**src/rtl/hs_fifo_sfifo_pkt_pkg.sv**
```systemverilog
// Shared types and helpers for the packet-aware single-clock FIFO.
// bool_e is the project-wide flag type; it is carried here so this slice builds standalone.
package hs_fifo_sfifo_pkt_pkg;

  typedef enum logic {
    FALSE = 1'b0,
    TRUE  = 1'b1
  } bool_e;

  typedef enum logic {
    ACCEPT  = 1'b0,
    DISCARD = 1'b1
  } state_e;

  // Pointer width: one extra bit beyond the address so full and empty can be told apart.
  function automatic int ptr_w(input int depth);
    return $clog2(depth) + 1;
  endfunction

endpackage

```
**src/rtl/hs_fifo_sfifo_pkt_oreg.sv**
```systemverilog
// Two-entry valid/ready output slice for hs_fifo_sfifo_pkt.
// in_ready depends only on the registered occupancy, so the FIFO read path is cut
// while back-to-back beats still flow at one per cycle.
module hs_fifo_sfifo_pkt_oreg #(
  parameter int W = 17
) (
  input  logic         clk,
  input  logic         rst,
  input  logic         in_valid,
  output logic         in_ready,
  input  logic [W-1:0] in_data,
  output logic         out_valid,
  input  logic         out_ready,
  output logic [W-1:0] out_data
);

  logic [W-1:0] ent [2];
  logic [1:0]   cnt;
  logic         head;
  logic         tail;
  logic         push;
  logic         pop;

  assign in_ready  = (cnt != 2'd2);
  assign out_valid = (cnt != 2'd0);
  assign out_data  = out_valid ? ent[head] : '0;
  assign push      = in_valid && in_ready;
  assign pop       = out_valid && out_ready;

  // Tiny circular buffer: write at tail, read at head, occupancy tracks the net change.
  always_ff @(posedge clk or posedge rst) begin
    if (rst) begin
      ent[0] <= '0;
      ent[1] <= '0;
      cnt    <= 2'd0;
      head   <= 1'b0;
      tail   <= 1'b0;
    end else begin
      if (push) begin
        ent[tail] <= in_data;
        tail      <= ~tail;
      end
      if (pop) begin
        head <= ~head;
      end
      cnt <= cnt + {1'b0, push} - {1'b0, pop};
    end
  end

endmodule

```
**src/rtl/hs_fifo_sfifo_pkt.sv**
```systemverilog
// Single-clock valid/ready FIFO with optional packet mode (commit on last, drop, oversize discard).
// Optional output slice: define HS_FIFO_SFIFO_PKT_OUTPUT_REG_EN to register m_* through
// hs_fifo_sfifo_pkt_oreg (2-cycle first-beat latency); otherwise m_* read the array directly.
module hs_fifo_sfifo_pkt
  import hs_fifo_sfifo_pkt_pkg::*;
#(
  parameter type   DATA_TYPE        = logic [15:0],
  parameter int    FIFO_DEPTH       = 32,
  parameter int    ALMOST_FULL_LVL  = FIFO_DEPTH,
  parameter int    ALMOST_EMPTY_LVL = 0,
  parameter bool_e EN_PACKET_MODE   = FALSE
) (
  input  logic                     clk,
  input  logic                     rst,
  input  logic                     s_valid,
  output logic                     s_ready,
  input  DATA_TYPE                 s_data,
  input  logic                     s_last,
  input  logic                     s_drop,
  output logic                     m_valid,
  input  logic                     m_ready,
  output DATA_TYPE                 m_data,
  output logic                     m_last,
  output logic [$clog2(FIFO_DEPTH):0] count,
  output logic                     full,
  output logic                     almost_full,
  output logic                     almost_empty,
  output logic                     pkt_dropped
);

  localparam int PW = ptr_w(FIFO_DEPTH);
  localparam logic [PW-1:0] AF_LVL = PW'(ALMOST_FULL_LVL);
  localparam logic [PW-1:0] AE_LVL = PW'(ALMOST_EMPTY_LVL);

  typedef struct packed {
    DATA_TYPE data;
    logic     last;
  } entry_t;

  entry_t        mem [FIFO_DEPTH];
  logic [PW-1:0] wr_ptr;
  logic [PW-1:0] cmt_ptr;
  logic [PW-1:0] rd_ptr;
  logic [PW-1:0] wr_ptr_nxt;
  logic [PW-1:0] cmt_ptr_nxt;
  state_e        state;
  state_e        state_nxt;
  logic          drop_nxt;
  logic          wr_en;
  logic          s_ready_i;
  logic [PW-1:0] fill;
  logic [PW-1:0] count_i;
  logic          full_i;
  logic          fifo_valid;
  logic          fifo_pop;
  entry_t        fifo_head;

  // Fill counts speculative beats too; count only what the reader may see.
  assign fill    = wr_ptr - rd_ptr;
  assign count_i = cmt_ptr - rd_ptr;
  assign full_i  = (wr_ptr[PW-1] != rd_ptr[PW-1]) && (wr_ptr[PW-2:0] == rd_ptr[PW-2:0]);

  // Write-side control: acceptance, commit, drop and the oversize-discard FSM.
  always_comb begin
    state_nxt   = state;
    wr_ptr_nxt  = wr_ptr;
    cmt_ptr_nxt = cmt_ptr;
    drop_nxt    = 1'b0;
    wr_en       = 1'b0;
    s_ready_i   = !full_i;
    if (EN_PACKET_MODE == TRUE) begin
      if (state == ACCEPT) begin
        if (full_i && (count_i == '0) && s_valid) begin
          wr_ptr_nxt = cmt_ptr;
          drop_nxt   = 1'b1;
          state_nxt  = DISCARD;
        end else if (s_valid && s_ready_i) begin
          if (s_last && s_drop) begin
            wr_ptr_nxt = cmt_ptr;
            drop_nxt   = 1'b1;
          end else begin
            wr_en      = 1'b1;
            wr_ptr_nxt = wr_ptr + PW'(1);
            if (s_last) begin
              cmt_ptr_nxt = wr_ptr + PW'(1);
            end
          end
        end
      end else begin
        s_ready_i = 1'b1;
        if (s_valid && s_last) begin
          state_nxt = ACCEPT;
        end
      end
    end else begin
      if (s_valid && s_ready_i) begin
        wr_en      = 1'b1;
        wr_ptr_nxt = wr_ptr + PW'(1);
      end
      cmt_ptr_nxt = wr_ptr_nxt;
    end
  end

  // Pointer, FSM and drop-pulse registers.
  always_ff @(posedge clk or posedge rst) begin
    if (rst) begin
      wr_ptr      <= '0;
      cmt_ptr     <= '0;
      rd_ptr      <= '0;
      state       <= ACCEPT;
      pkt_dropped <= 1'b0;
    end else begin
      wr_ptr      <= wr_ptr_nxt;
      cmt_ptr     <= cmt_ptr_nxt;
      rd_ptr      <= rd_ptr + PW'(fifo_pop);
      state       <= state_nxt;
      pkt_dropped <= drop_nxt;
    end
  end

  // Storage array write; contents need no reset because pointers gate visibility.
  always_ff @(posedge clk) begin
    if (wr_en) begin
      mem[wr_ptr[PW-2:0]] <= '{data: s_data, last: s_last};
    end
  end

  assign fifo_valid = (count_i != '0);
  assign fifo_head  = mem[rd_ptr[PW-2:0]];

`ifdef HS_FIFO_SFIFO_PKT_OUTPUT_REG_EN
  logic   oreg_in_ready;
  entry_t oreg_out;

  assign fifo_pop = fifo_valid && oreg_in_ready;

  hs_fifo_sfifo_pkt_oreg #(
    .W($bits(entry_t))
  ) u_oreg (
    .clk       (clk),
    .rst       (rst),
    .in_valid  (fifo_valid),
    .in_ready  (oreg_in_ready),
    .in_data   (fifo_head),
    .out_valid (m_valid),
    .out_ready (m_ready),
    .out_data  (oreg_out)
  );

  assign m_data = oreg_out.data;
  assign m_last = oreg_out.last;
`else
  assign fifo_pop = fifo_valid && m_ready;
  assign m_valid  = fifo_valid;
  assign m_data   = fifo_valid ? fifo_head.data : '0;
  assign m_last   = fifo_valid && fifo_head.last;
`endif

  assign s_ready      = s_ready_i;
  assign count        = count_i;
  assign full         = full_i;
  assign almost_full  = (fill >= AF_LVL);
  assign almost_empty = (count_i <= AE_LVL);

endmodule

```
**config.mk**
```make
export PLATFORM = sky130hd
export DESIGN_NAME = hs_fifo_sfifo_pkt
export DESIGN_NICKNAME = d
export VERILOG_FILES = /design/src/rtl/hs_fifo_sfifo_pkt_pkg.sv /design/src/rtl/hs_fifo_sfifo_pkt_oreg.sv /design/src/rtl/hs_fifo_sfifo_pkt.sv
export SDC_FILE = /design/constraint.sdc
export NUM_CORES = 1
export LEC_CHECK = 0
export CAP_MARGIN = 15
export CORE_ASPECT_RATIO = 1.1
export CORE_UTILIZATION = 40
export CTS_CLUSTER_SIZE = 16
export DETAILED_ROUTE_END_ITERATION = 6
export PLACE_DENSITY = 0.66
export SYNTH_ARGS = -nofsm -noshare
export SYNTH_HDL_FRONTEND = slang
export SYNTH_HIERARCHICAL = 1
export SYNTH_SLANG_ARGS = --single-unit
```
**constraint.sdc**
```tcl
create_clock -name clk -period 4.3 [get_ports clk]
set_clock_uncertainty 0.05 [all_clocks]
set_input_delay 0.86 -clock clk [delete_from_list [all_inputs] [get_ports clk]]
set_output_delay 0.86 -clock clk [all_outputs]
set_load 0.01 [all_outputs]
```
# ---- After elaboration in Yosys (flattened, before gate mapping)
# Memories as Yosys holds them, arrays and structs flattened.
# Cells that the tools add are included.
dict set report classes {
  n_addsub 3
  n_mux 4
  n_eq_ne 2
  n_reduce_logical 6
  n_lt_le_gt_ge 2
}
# cell n
set op_table {}
lappend op_table {{16-bit 2-to-1 mux} 1}
lappend op_table {{6-bit by 1-bit adder with 6-bit output} 1}
lappend op_table {{6-bit by 1-bit adder with 6-bit output (second input constant)} 1}
lappend op_table {{6-bit >= comparator (second input constant)} 1}
lappend op_table {{6-bit by 1-bit less-or-equal comparator with 1-bit output (second input constant)} 1}
lappend op_table {{6-bit nonzero test} 1}
lappend op_table {{6-bit subtractor} 1}
lappend op_table {{5-bit equality test} 1}
lappend op_table {{1-bit logical AND} 4}
lappend op_table {{1-bit 2-to-1 mux} 3}
lappend op_table {{1-bit zero test} 1}
lappend op_table {{1-bit != test} 1}
dict set report word_totals {
  word_cells 20
  mem_bits_rw 544
  register_bits 12
  output_inout_bits 29
  input_bits 22
  n_memories 1
}
# memory depth word_bits rd rd_ports_with_merged_regs wr line
set mem_list {}
lappend mem_list {mem 32 17 1 0 1 hs_fifo_sfifo_pkt.sv:40} ;# entry_t mem [FIFO_DEPTH];

# ---- Logic depth before layout (Yosys ltp)
# Gate-level depths: netlist (run 1).
dict set report logic_depth {
  depth_word 7
  depth_mapped 14
  depth_no_buf 12
}

# ---- Least setup slack after synthesis (run 1)
# Ideal clock, no wire load.
dict set report synth_timing {
  kind {register to output}
  from {register rd_ptr[2]}
  to {output almost_empty}
  arrival_time_ns 2.313
  n_path_buf 2
  path_stages_with_launch 10
  path_slack_ns 1.077
  path_cell_list {dfrtp_1 > buf_2 > inv_1 > ha_1 > nor2b_1 > o21a_1 > or3_1 > a2111oi_2 > buf_2 > and2_1}
}
dict set report synth_between {
  elab_chain_cells 2
}
# element line
set synth_lines {}
lappend synth_lines {{start, declared} hs_fifo_sfifo_pkt.sv:43} ;# logic [PW-1:0] rd_ptr;
lappend synth_lines {{start signal, assigned} hs_fifo_sfifo_pkt.sv:115} ;# rd_ptr <= rd_ptr + PW'(fifo_pop);
lappend synth_lines {{6-bit subtractor} hs_fifo_sfifo_pkt.sv:60} ;# assign count_i = cmt_ptr - rd_ptr;
lappend synth_lines {{6-bit by 1-bit less-or-equal comparator with 1-bit output} hs_fifo_sfifo_pkt.sv:163} ;# assign almost_empty = (count_i <= AE_LVL);
lappend synth_lines {{end, declared} hs_fifo_sfifo_pkt.sv:27} ;# output logic almost_empty,
# Every way passes these cells.

==> run summary, run 1 <==
The run finished with clean final reports. The tree is rooted in a clkbuf_16. The number of storage elements in the synthesis netlist was 556; the storage element area was 16600 um^2. The routability congestion estimate came out at 0.778. Synthesis instantiated 46 different standard cells from the library.

In the final routed layout, each cell accounts on average for 23.6 um. The shortest period the worst path allows was 4240 ps. The kind of path behind the tightest hold check was reg2reg. 51 I/O pins were placed.

Once routing completed, OpenROAD measured the worst setup slack at 55.5 ps. For the worst setup path, the data arrival time is 3330 ps. IR analysis of the VDD net gives a maximum drop of 0.000415 V. After synthesis, the cell types taking the most area are edfxtp_1 (74%), mux4_2 (5.4%), mux2_2 (4.6%). The run gives 236 MHz as the maximum operating frequency. Summing internal, switching and leakage power gives 0.0177 W. For this configuration, the core starts out at a cell density of 40.9%. The tools report the kind of capture point of the worst setup path as a primary output. Summing all non-filler instances in the final layout gives an area of 26100 um^2. Counting along the longest clock path gives a buffer depth of 3. The die covers 56100 um^2. The number of global-route vias before repair was 10900.

In this run the standard cell core region covers 54000 um^2. The power per unit of standard cell area is 681 nW/um^2. In the final design database the tool counted 1284 nets. Detailed placement finished with a half-perimeter wire length of 27900 um. In the synthesized netlist the async set-or-reset flop fraction comes to 2.16%.

The final count of pins violating max slew is 0. In the post-synthesis netlist, the cell with the most instances is edfxtp_1. The largest fanout on the critical path was 10; the count of maximum capacitance violations was 0.

Clock-pin slew was measured on the worst setup and hold paths at 60 ps. The run gives 4371 as the fill cell instance count of the final layout. The number of warning messages in the yosys log was 6; the height of the chip was 248 um. The largest area contributor in the synthesized netlist is edfxtp_1. The run gives 1157 as the synthesized netlist net count. The initial antenna violation count was 0. TritonCTS built the clock tree.

The total overflow left after global routing is 0. The first TritonRoute pass finished after 5 iterations. The worst relative slew slack was 23.0%; the number of failing hold endpoints at the final stage was 0. The final critical path takes up 98.7% of the cycle. The clock sink total came out at 556. The worst hold path depth came out at 1.

STA classifies the critical path startpoint as a register. The fraction of layout instances using a drive strength above 1 was 28.5%. The run gives 600 ps as the clock latency at the later pin of the worst-skew pair. The leading register cell type out of synthesis is edfxtp_1.

In the routed design, unresolved DRC markers number 0. At the worst endpoint, the required time is 3390 ps. The critical path class is reg2out.

Counting the buffers created by CTS gives 55. The run gives 1006 as the number of violations reported at the end of detailed-routing iteration 0. Counting cells, the worst reg-to-reg path comes to 13. After synthesis, the most frequently instantiated cells are edfxtp_1 (544), mux2_2 (91), nor2_1 (71), o22ai_1 (68), mux4_2 (53). Timing analysis after detailed placement gives a worst setup slack of 344 ps. The count of endpoints failing setup in the final report was 0.

In this run the biggest area consumer among cell types represents 74.0% of the synthesized area. The mean area per synthesized cell was 19.6 um^2. The total negative slack for setup checks is 0 ps. Once placement finished, the instance area stood at 23700 um^2. The worst hold slack is 444 ps, and the routed via count is 11000. The pin count of the biggest net entering global routing is 69, and the die boundary width is 226 um. The logs give 0 for the number of nets with antenna violations after routing and 8.48 nW for the static leakage. Fraction of the yosys area taken by sequential cells: 75.4%.

Relative to the synthesized area, the layout overhead comes to 18.1%. After detailed routing, the number of vias per cell comes to 5.44. The overall routed net length is 47700 um.

Summing every instance area after synthesis gives 22100 um^2. Number of hold buffers added after CTS: 0. The floorplan has 89 rows. The first global-routing pass estimated 70700 um of wire. The number of synthesized flops with an enable pin was 544. The cell count after synthesis was 1123. The number of buffers inserted by port buffering is 48, and the area of the multi-input gates is 5170 um^2.

Actual slew at the worst max-slew pin: 1150 ps. Across every metal layer, demand over resource in global routing totals 17.1%. The number of diodes was 0; the number of H-tree levels was 2.
stage by stage:
stage | instances | utilization (%)
finish | 2024 | 48.2
global route | 2024 | 48.2
CTS | 2000 | 47.6
detailed placement | 1893 | 43.9
global placement | 1893 | 43.9
floorplan | 1123 | -
kinds of logic (layout without fill, tap and decap cells):
| family | count (synthesis) | count (layout) | synth area share (%) |
|---|---|---|---|
| AOI/OAI and AO/OA | 150 | 150 | 5.19 |
| xor gates and xnor gates | 10 | 10 | 0.397 |
| adders and majority gates | 12 | 12 | 0.715 |
| buffers and inverters | 79 | 252 | 1.85 |
| DFF | 556 | 556 | 75.4 |
| muxes | 205 | 205 | 14.2 |
| other | 1 | 1 | 0.0170 |
| and+or+nand+nor | 110 | 110 | 2.25 |
power breakdown:
group	switching [W]	internal (W)
logic	0.00352	0.00291
registers	0.000164	0.00632
clock network	0.00199	0.00284
cell type report:
class / instances / share of cell area [%]
Multi-Input combinational cell: 488 / 19.9
Tap cell: 728 / 3.50
Inverter: 14 / 0.202
Clock inverter: 38 / 1.57
Sequential cell: 556 / 63.9
Timing Repair Buffer: 135 / 5.55
Clock buffer: 65 / 5.43
per-layer routing:
layer	vias to the layer above	global-route usage (%)	wire, um
met3	62	2.64	2740
met5	-	0	0
li1	4870	-	-
met2	328	28.6	23600
met4	0	4.56	821
met1	5756	23.3	20600
registers in the layout, summed over array words and instances (netlist names):
signal	count
mem	544
cmt_ptr	6
rd_ptr	6
worst max-delay path, cell delays in order (launching register included):
cell,delay [ps]
dfrtp_4,560
ha_2,210
fa_2,360
nor2b_1,120
o21a_1,150
o21ai_1,110
a2111oi_4,460
buf_4,230
clkbuf_16,160
a21oi_1,60
dlygate4sd2_1,310
final timing paths:
path	start	endpoint	slack, ps
max	rd_ptr[0]	m_data[11]	60
min	rd_ptr[5]	rd_ptr[5]	440
max reg2reg	rd_ptr[0]	rd_ptr[4]	950
min reg2reg	rd_ptr[5]	rd_ptr[5]	440
max in group asynchronous	rst	rd_ptr[0]	3130
min in group asynchronous	rst	cmt_ptr[2]	700
cells in the final DEF, fill, tap and decap left out, types with 8 or more instances in the layout:
| cell | n |
|---|---|
| clkbuf_1 | 10 |
| mux2_1 | 45 |
| mux2_2 | 91 |
| clkinv_1 | 12 |
| nor2_1 | 47 |
| a221o_1 | 17 |
| o22ai_1 | 68 |
| buf_16 | 8 |
| a221oi_2 | 13 |
| bufinv_16 | 8 |
| a22o_1 | 17 |
| buf_4 | 66 |
| nand2_1 | 11 |
| ha_1 | 10 |
| dfrtp_1 | 8 |
| edfxtp_1 | 544 |
| mux4_1 | 15 |
| clkdlybuf4s50_1 | 32 |
| nor2_2 | 24 |
| a21oi_1 | 18 |
| inv_1 | 13 |
| xnor2_1 | 8 |
| mux4_2 | 53 |
| clkbuf_16 | 58 |
| clkinv_2 | 12 |
what timing repair did:
item / 4_1_cts / 5_1_grt
cloned: 2 / 2
resized for setup: 33 / 16
setup endpoints to repair: 19 / 11
setup buffers: 2 / 16
pin swaps: 0 / 2
(Power assumes the default switching activity.)
==> run 2, diff against run 1 <==
ABC_AREA = 0   (was unset)
GPL_TIMING_DRIVEN = 0   (was unset)
==> run 2 against run 1 <==
Effect of this change:
- via count grew 2.2%
- setup slack improved by 38 ps
- final cell count rose by 0.89%
- critical path depth increased by 2
- sequential share of layout area decreased by 0.66 points
- flip-flop and latch count did not move
- first-iteration DRC count grew 25%
- largest power group is now combinational cells
==> run summary, run 2 (synthesis gave the netlist of run 1 again) <==
The initial antenna violation count was 1 (+1). The first-pass iteration count of the detailed router was 5 (unchanged); the power dissipated by switching net loads was 0.00591 W (+4.2%). The min-delay analysis places its worst path in the category reg2reg.

The total negative slack for setup checks is 0 ps (unchanged), and the total die area is 56100 um^2 (unchanged). The run gives 0 (unchanged) as the count of endpoints failing setup in the final report. The library cells used most frequently in the layout, excluding fill and tap cells, are edfxtp_1 (544), mux2_2 (91), o22ai_1 (68).

The met1 global-route usage is 24.7% (+1.5 points), and the relative contribution of combinational cells to total power is 37.7% (+1.5 points). The run gives 33 (-52%) as the pin count of the biggest net entering global routing. The flip-flop count of the largest register, all copies and words added was 544 (unchanged); the clock latency at the later pin of the worst-skew pair was 600 ps (about the same). The post-route fraction of the period consumed by the critical path came out at 97.8% (-0.89 points).

The critical path data required time is 3390 ps (about the same), and the core box area is 54000 um^2 (unchanged). The largest individual stage delay along the critical path comes from the cell dfrtp_2. The CTS buffer count came out at 54 (-1.8%). The run gives 3300 ps (-30 ps) as the endpoint arrival time on the critical path. The number of hold buffers added after CTS came out at 0 (unchanged). The tools report the global-route total usage across every layer as 18.9% (+1.8 points). The total number of placement rows came out at 89 (unchanged).

For the wire length of the first global-routing pass, the log shows 76000 um (+7.5%). The tools report the final count of pins violating max slew as 0 (unchanged). The critical path's largest stage delay is 420 ps (-140 ps). TritonCTS built the clock tree. The height of the chip works out to 248 um (unchanged). The run finished with clean final reports.

Startpoint kind of the worst setup timing path: a register. The actual slew at the worst max-slew pin was 967 ps (-184 ps); the clock sink total was 556 (unchanged). The library cell used most frequently in the layout, excluding fill and tap cells, is edfxtp_1. The switching share of power was 33.2% (+1.2 points); the synthesis-to-finish area growth was 19.3%. The number of buffers inserted by port buffering came out at 48 (unchanged). The start point of the worst min-delay path was rd_ptr[5].

Cell-internal power: 0.0119 W (-1.4%). The tools report the library cell used as clock root buffer as clkbuf_16. The routing usage on met3 is 4.10% (+1.5 points).

The maximum operating frequency was 238 MHz (+0.91%). The worst setup path is captured at a primary output. The run gives 26.2% (-1.0 points) as the clock power share. Terminus of the critical flop-to-flop path: mem[5][8].

The average detailed-routed wire length per instance was 25.6 um (+8.6%); the via-per-instance ratio was 5.51 (+1.3%). The starting utilization of the core area is 40.9% (unchanged). The global-route met2 utilization is 30.9% (+2.2 points).

The routing layer with the top usage in global route was met2. Number of design rule violations left after detail routing: 0 (unchanged). The routability congestion estimate was 0.896 (+15%). The worst reg2reg path depth is 8 (-5), and the routed via count is 11300 (+2.2%). The count of nets after finishing was 1309 (+1.9%); the clock-pin slew on the worst setup and hold paths was 60 ps (about the same). The run gives 35.5% (+12 points) as the worst relative slew slack. The run gives 770 ps (-180 ps) as the setup slack of the most critical reg-to-reg path.

The shortest period the worst path allows was 4210 ps (-38.5 ps); the worst hold path depth was 1 (unchanged). The worst register-to-register path begins at rd_ptr[1]. The number of H-tree levels is 2 (unchanged). The logs give 11600 (+6.0%) for the number of global-route vias before repair and 3 (unchanged) for the buffer levels on the longest clock path. The logs give 0 (unchanged) for the total global routing overflow and 52300 um (+9.6%) for the overall routed net length. The tools report the proportion of power drawn by flip-flops and latches as 36.1% (-0.5 points).

The critical path goes through buf_8, buf_6, inv_1, ha_1, nor2b_1, o31a_1, a21oi_4, a2111oi_4, buf_4, buf_8, a21oi_4, clkdlybuf4s15_1. The number of diodes was 0 (unchanged); the fraction of layout instances using a drive strength above 1 was 29.1% (+0.60 points). The run gives 0 (unchanged) as the number of nets with antenna violations after routing. The tools report the number of failing hold endpoints at the final stage as 0 (unchanged). The largest fanout on the critical path was 10 (unchanged); the total power was 0.0178 W (+0.40%).

For the static leakage, the log shows 8.55 nW (+0.89%). The worst hold slack came out at 448 ps (+4.35 ps). Setup repair after global routing could not meet its margin everywhere.

The setup path with the least slack is of type reg2out. The placed wire-length estimate is 35300 um (+27%). The highest ir drop seen on vdd was 0.000393 V (-5.1%); the boundary pin count was 51 (unchanged). The number of violations reported at the end of detailed-routing iteration 0 came out at 1260 (+25%). The worst hold path terminates at rd_ptr[5]. The power per unit of standard cell area was 677 nW/um^2 (-0.61%); the die boundary width was 226 um (unchanged). The run gives 0 (unchanged) as the count of maximum capacitance violations.
run 2: cell types whose count changed in the layout (fill, tap and decap cells not counted), moves of 5 or more:
| cell | delta |
|---|---|
| buf_2 | +5 |
| buf_4 | -40 |
| buf_6 | +10 |
| buf_8 | +22 |
| clkbuf_2 | +16 |
| clkinv_1 | +7 |
| clkinv_2 | -5 |
| dlygate4sd2_1 | +11 |
| nor2_1 | -8 |
| nor2_2 | +8 |
run 2: final cells by class:
class	count	area, um^2
clock buffers	62	1450
clock inverters	33	294
repair buffers	98	1310
inverters	14	52.6
multi-input cells	488	5190
flip-flops and latches	556	16600
plain buffers	63	468
well taps	728	911
fillers	4389	27700
run 2: metal layers:
metal	wire [um]	share of wire [%]
met1	21400	41
met5	99	0.19
met2	25300	48
met3	3800	7.3
met4	1670	3.2
run 2: what timing repair did:
item,4_1_cts,5_1_grt
pin swaps,1,2
endpoints found under the setup margin,22,21
buffers inserted,4,2
gates resized for setup,85,11
gates cloned,1,0
run 2: stage by stage:
step | utilization [%] | std cells | setup WS, ps | cell area (um^2)
detailed placement | 44.8 | 1937 | -401 | 24200
finish | 48.7 | 2042 | 94.0 | 26300
CTS | 48.4 | 2035 | 7.19 | 26200
floorplan | - | 1123 | 1080 | 22100
global placement | 43.4 | 1899 | -377 | 23500
global route | 48.7 | 2042 | -0.218 | 26300
run 2: how the worst max path moves through the flow:
stage                   end  slack, ps  startpoint  cells past startpoint
6_report         m_data[12]         90   rd_ptr[1]                     12
3_5_place_dp     m_data[12]       -400   rd_ptr[1]                     11
4_1_cts         almost_full          7   rd_ptr[1]                     11
2_1_floorplan  almost_empty       1080   rd_ptr[2]                      9
5_1_grt           m_data[7]       -0.2   rd_ptr[1]                     12
3_3_place_gp     m_data[12]       -380   rd_ptr[1]                     11
run 2: power groups by stage:
stage,Sequential [W],Clock [W],Combinational (W)
2_1_floorplan,0.00651,0,0.00380
3_3_place_gp,0.00654,0,0.00615
3_5_place_dp,0.00654,0,0.00636
4_1_cts,0.00643,0.00475,0.00657
5_1_grt,0.00645,0.00495,0.00708
6_report,0.00643,0.00467,0.00672
run 2: critical path: cells and delay by family, from the launching register on:
kind	cells	cell delay, ps
AO/OA/AOI/OAI	4	790
adder cells (fa/ha/maj)	1	280
AND/OR/NAND/NOR	1	150
flip-flops	1	420
buffers and inverters	6	1040
==> run 3, diff against run 2 <==
DONT_BUFFER_PORTS = 1   (was unset)
PLACE_DENSITY = 0.65   (was 0.66)
==> run 3 against run 2 <==
Effect of this change:
- wire length down 1.1%
- maximum frequency decreased by 1.5%
- design area down 3.2%
- die area unchanged
==> run summary, run 3 (synthesis gave the netlist of run 1 again) <==
The number of buffers inserted by port buffering works out to 0 (-100%). Highest ir drop seen on vdd: 0.000383 V (-2.7%). The tools report the static leakage as 8.10 nW (-5.3%). CTS buffer count: 54 (unchanged). The run gives 37.4% (+1.3 points) as the proportion of power drawn by flip-flops and latches. The overall routed net length came out at 51800 um (-1.1%). The tools report the kind of capture point of the worst setup path as a primary output.

For the number of diodes, the log shows 0 (unchanged). The run gives 4447 (+1.3%) as the fill cell instance count of the final layout. For the initial antenna violation count, the log shows 1 (unchanged). The cell-internal power was 0.0114 W (-4.0%).

The largest fanout on the critical path is 10 (unchanged). The total negative slack for setup checks was 0 ps (unchanged); the area of the multi-input gates was 5210 um^2 (+0.36%). Number of design rule violations left after detail routing: 0 (unchanged).

The count of maximum capacitance violations was 0 (unchanged). The run gives 51 (unchanged) as the boundary pin count. The post-route fraction of the period consumed by the critical path was 99.3% (+1.5 points). In the layout the commonest cells are edfxtp_1 (544), mux2_2 (91), o22ai_1 (68). The number of hold buffers added after CTS is 0 (unchanged).

The global-route total usage across every layer was 18.9% (-0.066 points). The run gives 0 (unchanged) as the number of nets with antenna violations after routing. The clock power share was 27.8% (+1.6 points). The number of H-tree levels was 2 (unchanged); the number of cells on the critical path was 9 (-3). The run gives 30.2 ps (-63.8 ps) as the final worst-path setup slack.

The number of violations reported at the end of detailed-routing iteration 0 is 1036 (-18%). For the relative contribution of combinational cells to total power, the log shows 34.8% (-2.9 points). The run gives 5 (unchanged) as the first-pass iteration count of the detailed router. Setup repair after global routing could not meet its margin everywhere.

Placed wire-length estimate: 33500 um (-5.2%). The tools report the setup fix buffers added after clock tree synthesis as 0 (-4). The power per unit of standard cell area was 675 nW/um^2 (-0.22%).

The post-route standard cell area excluding fillers was 25500 um^2 (-3.2%); the count of endpoints failing setup in the final report was 0 (unchanged). On the critical path, the stage with the largest delay is an instance of a2111oi_4. For the total global routing overflow, the log shows 0 (unchanged).

In this run the worst hold path is classified as in2async. TritonCTS built the clock tree. The tools report the total number of placement rows as 89 (unchanged). The flip-flop count of the largest register, all copies and words added was 544 (unchanged); the number of failing hold endpoints at the final stage was 0 (unchanged). Shortest period the worst path allows: 4270 ps (+63.8 ps). For the routed via count, the log shows 11000 (-2.2%). Critical path class: reg2out.

Height of the chip: 248 um (unchanged). The actual slew at the worst max-slew pin was 974 ps (+7.72 ps). The clock-pin slew on the worst setup and hold paths was 60 ps (about the same); the die boundary width was 226 um (unchanged).

The count of buffering cells on the critical path with inverters included was 3 (-3). The cell area after placement was 23500 um^2 (-2.8%); the pre-CTS worst setup slack was 88.3 ps (+489 ps). For the count of nets after finishing, the log shows 1242 (-5.1%).

The wire length of the first global-routing pass was 75400 um (-0.74%). The flow ran to the end, and the final reports show no timing, DRC or antenna violations. The logs give 54000 um^2 (unchanged) for the core box area and 3390 ps (about the same) for the critical path data required time. The maximum operating frequency was 234 MHz (-1.5%); the power dissipated by switching net loads was 0.00578 W (-2.3%). The buffer levels on the longest clock path came out at 3 (unchanged). The via-per-instance ratio was 5.55 (+0.75%); the routability congestion estimate was 0.903 (+0.78%). The storage element area is 16600 um^2 (unchanged).

The kind of cell with the highest combined delay on the critical path is simple AND/OR/NAND/NOR gates. The clock latency at the later pin of the worst-skew pair is 600 ps (about the same), and the starting utilization of the core area is 40.9% (unchanged). The tools report the clock sink total as 556 (unchanged). The total die area is 56100 um^2 (unchanged).

The worst reg2reg path depth came out at 8 (unchanged). The run gives 3360 ps (+60 ps) as the endpoint arrival time on the critical path. The final count of pins violating max slew was 0 (unchanged). Commonest non-fill, non-tap cell in the layout: edfxtp_1. The number of global-route vias before repair is 11200 (-3.7%). The total power is 0.0172 W (-3.4%), and the worst relative slew slack is 35.0% (-0.51 points).

The critical path's largest stage delay works out to 460 ps (+40 ps). The switching share of power works out to 33.6% (+0.40 points). The tools report the library cell used as clock root buffer as clkbuf_16.

The average detailed-routed wire length per instance works out to 26.1 um (+1.9%). The signal on the critical path passes through buf_2, inv_1, ha_1, nor2b_1, o21a_1, or3_1, a2111oi_4, buf_4, and2_1. STA classifies the critical path startpoint as a register.

The fraction of layout instances using a drive strength above 1 was 28.9% (-0.20 points); the synthesis-to-finish area growth was 15.4%. The run gives 33 (unchanged) as the pin count of the biggest net entering global routing.
run 3: power by group through the flow:
stage / sequential (W) / clock (W) / combinational [W]
3_5_place_dp: 0.00654 / 0 / 0.00566
2_1_floorplan: 0.00651 / 0 / 0.00380
5_1_grt: 0.00645 / 0.00507 / 0.00633
3_3_place_gp: 0.00653 / 0 / 0.00549
6_report: 0.00643 / 0.00478 / 0.00599
4_1_cts: 0.00643 / 0.00486 / 0.00582
run 3: per-layer routing:
metal	GRT usage [%]	share of wire (%)
met1	24.4	41
met3	4.41	7.3
met5	0	0.025
met2	31.1	49
met4	6.76	2.9
run 3: layout make-up:
cell class,instances,share of cell area [%]
clock buffers,69,5.78
inverters,14,0.206
clock inverters,33,1.27
plain buffers,64,1.53
repair buffers,30,1.84
multi-input cells,488,20.5
well taps,728,3.58
flip-flops and latches,556,65.3
run 3: worst paths after layout:
check	from	end	slack [ps]
max	rd_ptr[2]	almost_empty	30
min	rst	cmt_ptr[3]	120
max reg2reg	rd_ptr[1]	mem[6][13]	630
min reg2reg	rd_ptr[5]	rd_ptr[5]	460
max in group asynchronous	rst	rd_ptr[1]	3700
min in group clk	s_data[6]	mem[5][7]	310
run 3: repair_timing:
action | 4_1_cts | 5_1_grt
cloned | 0 | 0
resized for setup | 30 | 19
endpoints found under the hold margin | 0 | 0
setup endpoints to repair | 21 | 21
run 3: stage by stage:
step / instances / hold slack (ps) / utilization (%)
after floorplan: 1123 / 414 / -
after global placement: 1851 / 429 / 42.5
after detailed placement: 1881 / 441 / 43.6
after CTS: 1983 / 109 / 47.0
after global routing: 1982 / 147 / 47.1
final: 1982 / 122 / 47.1
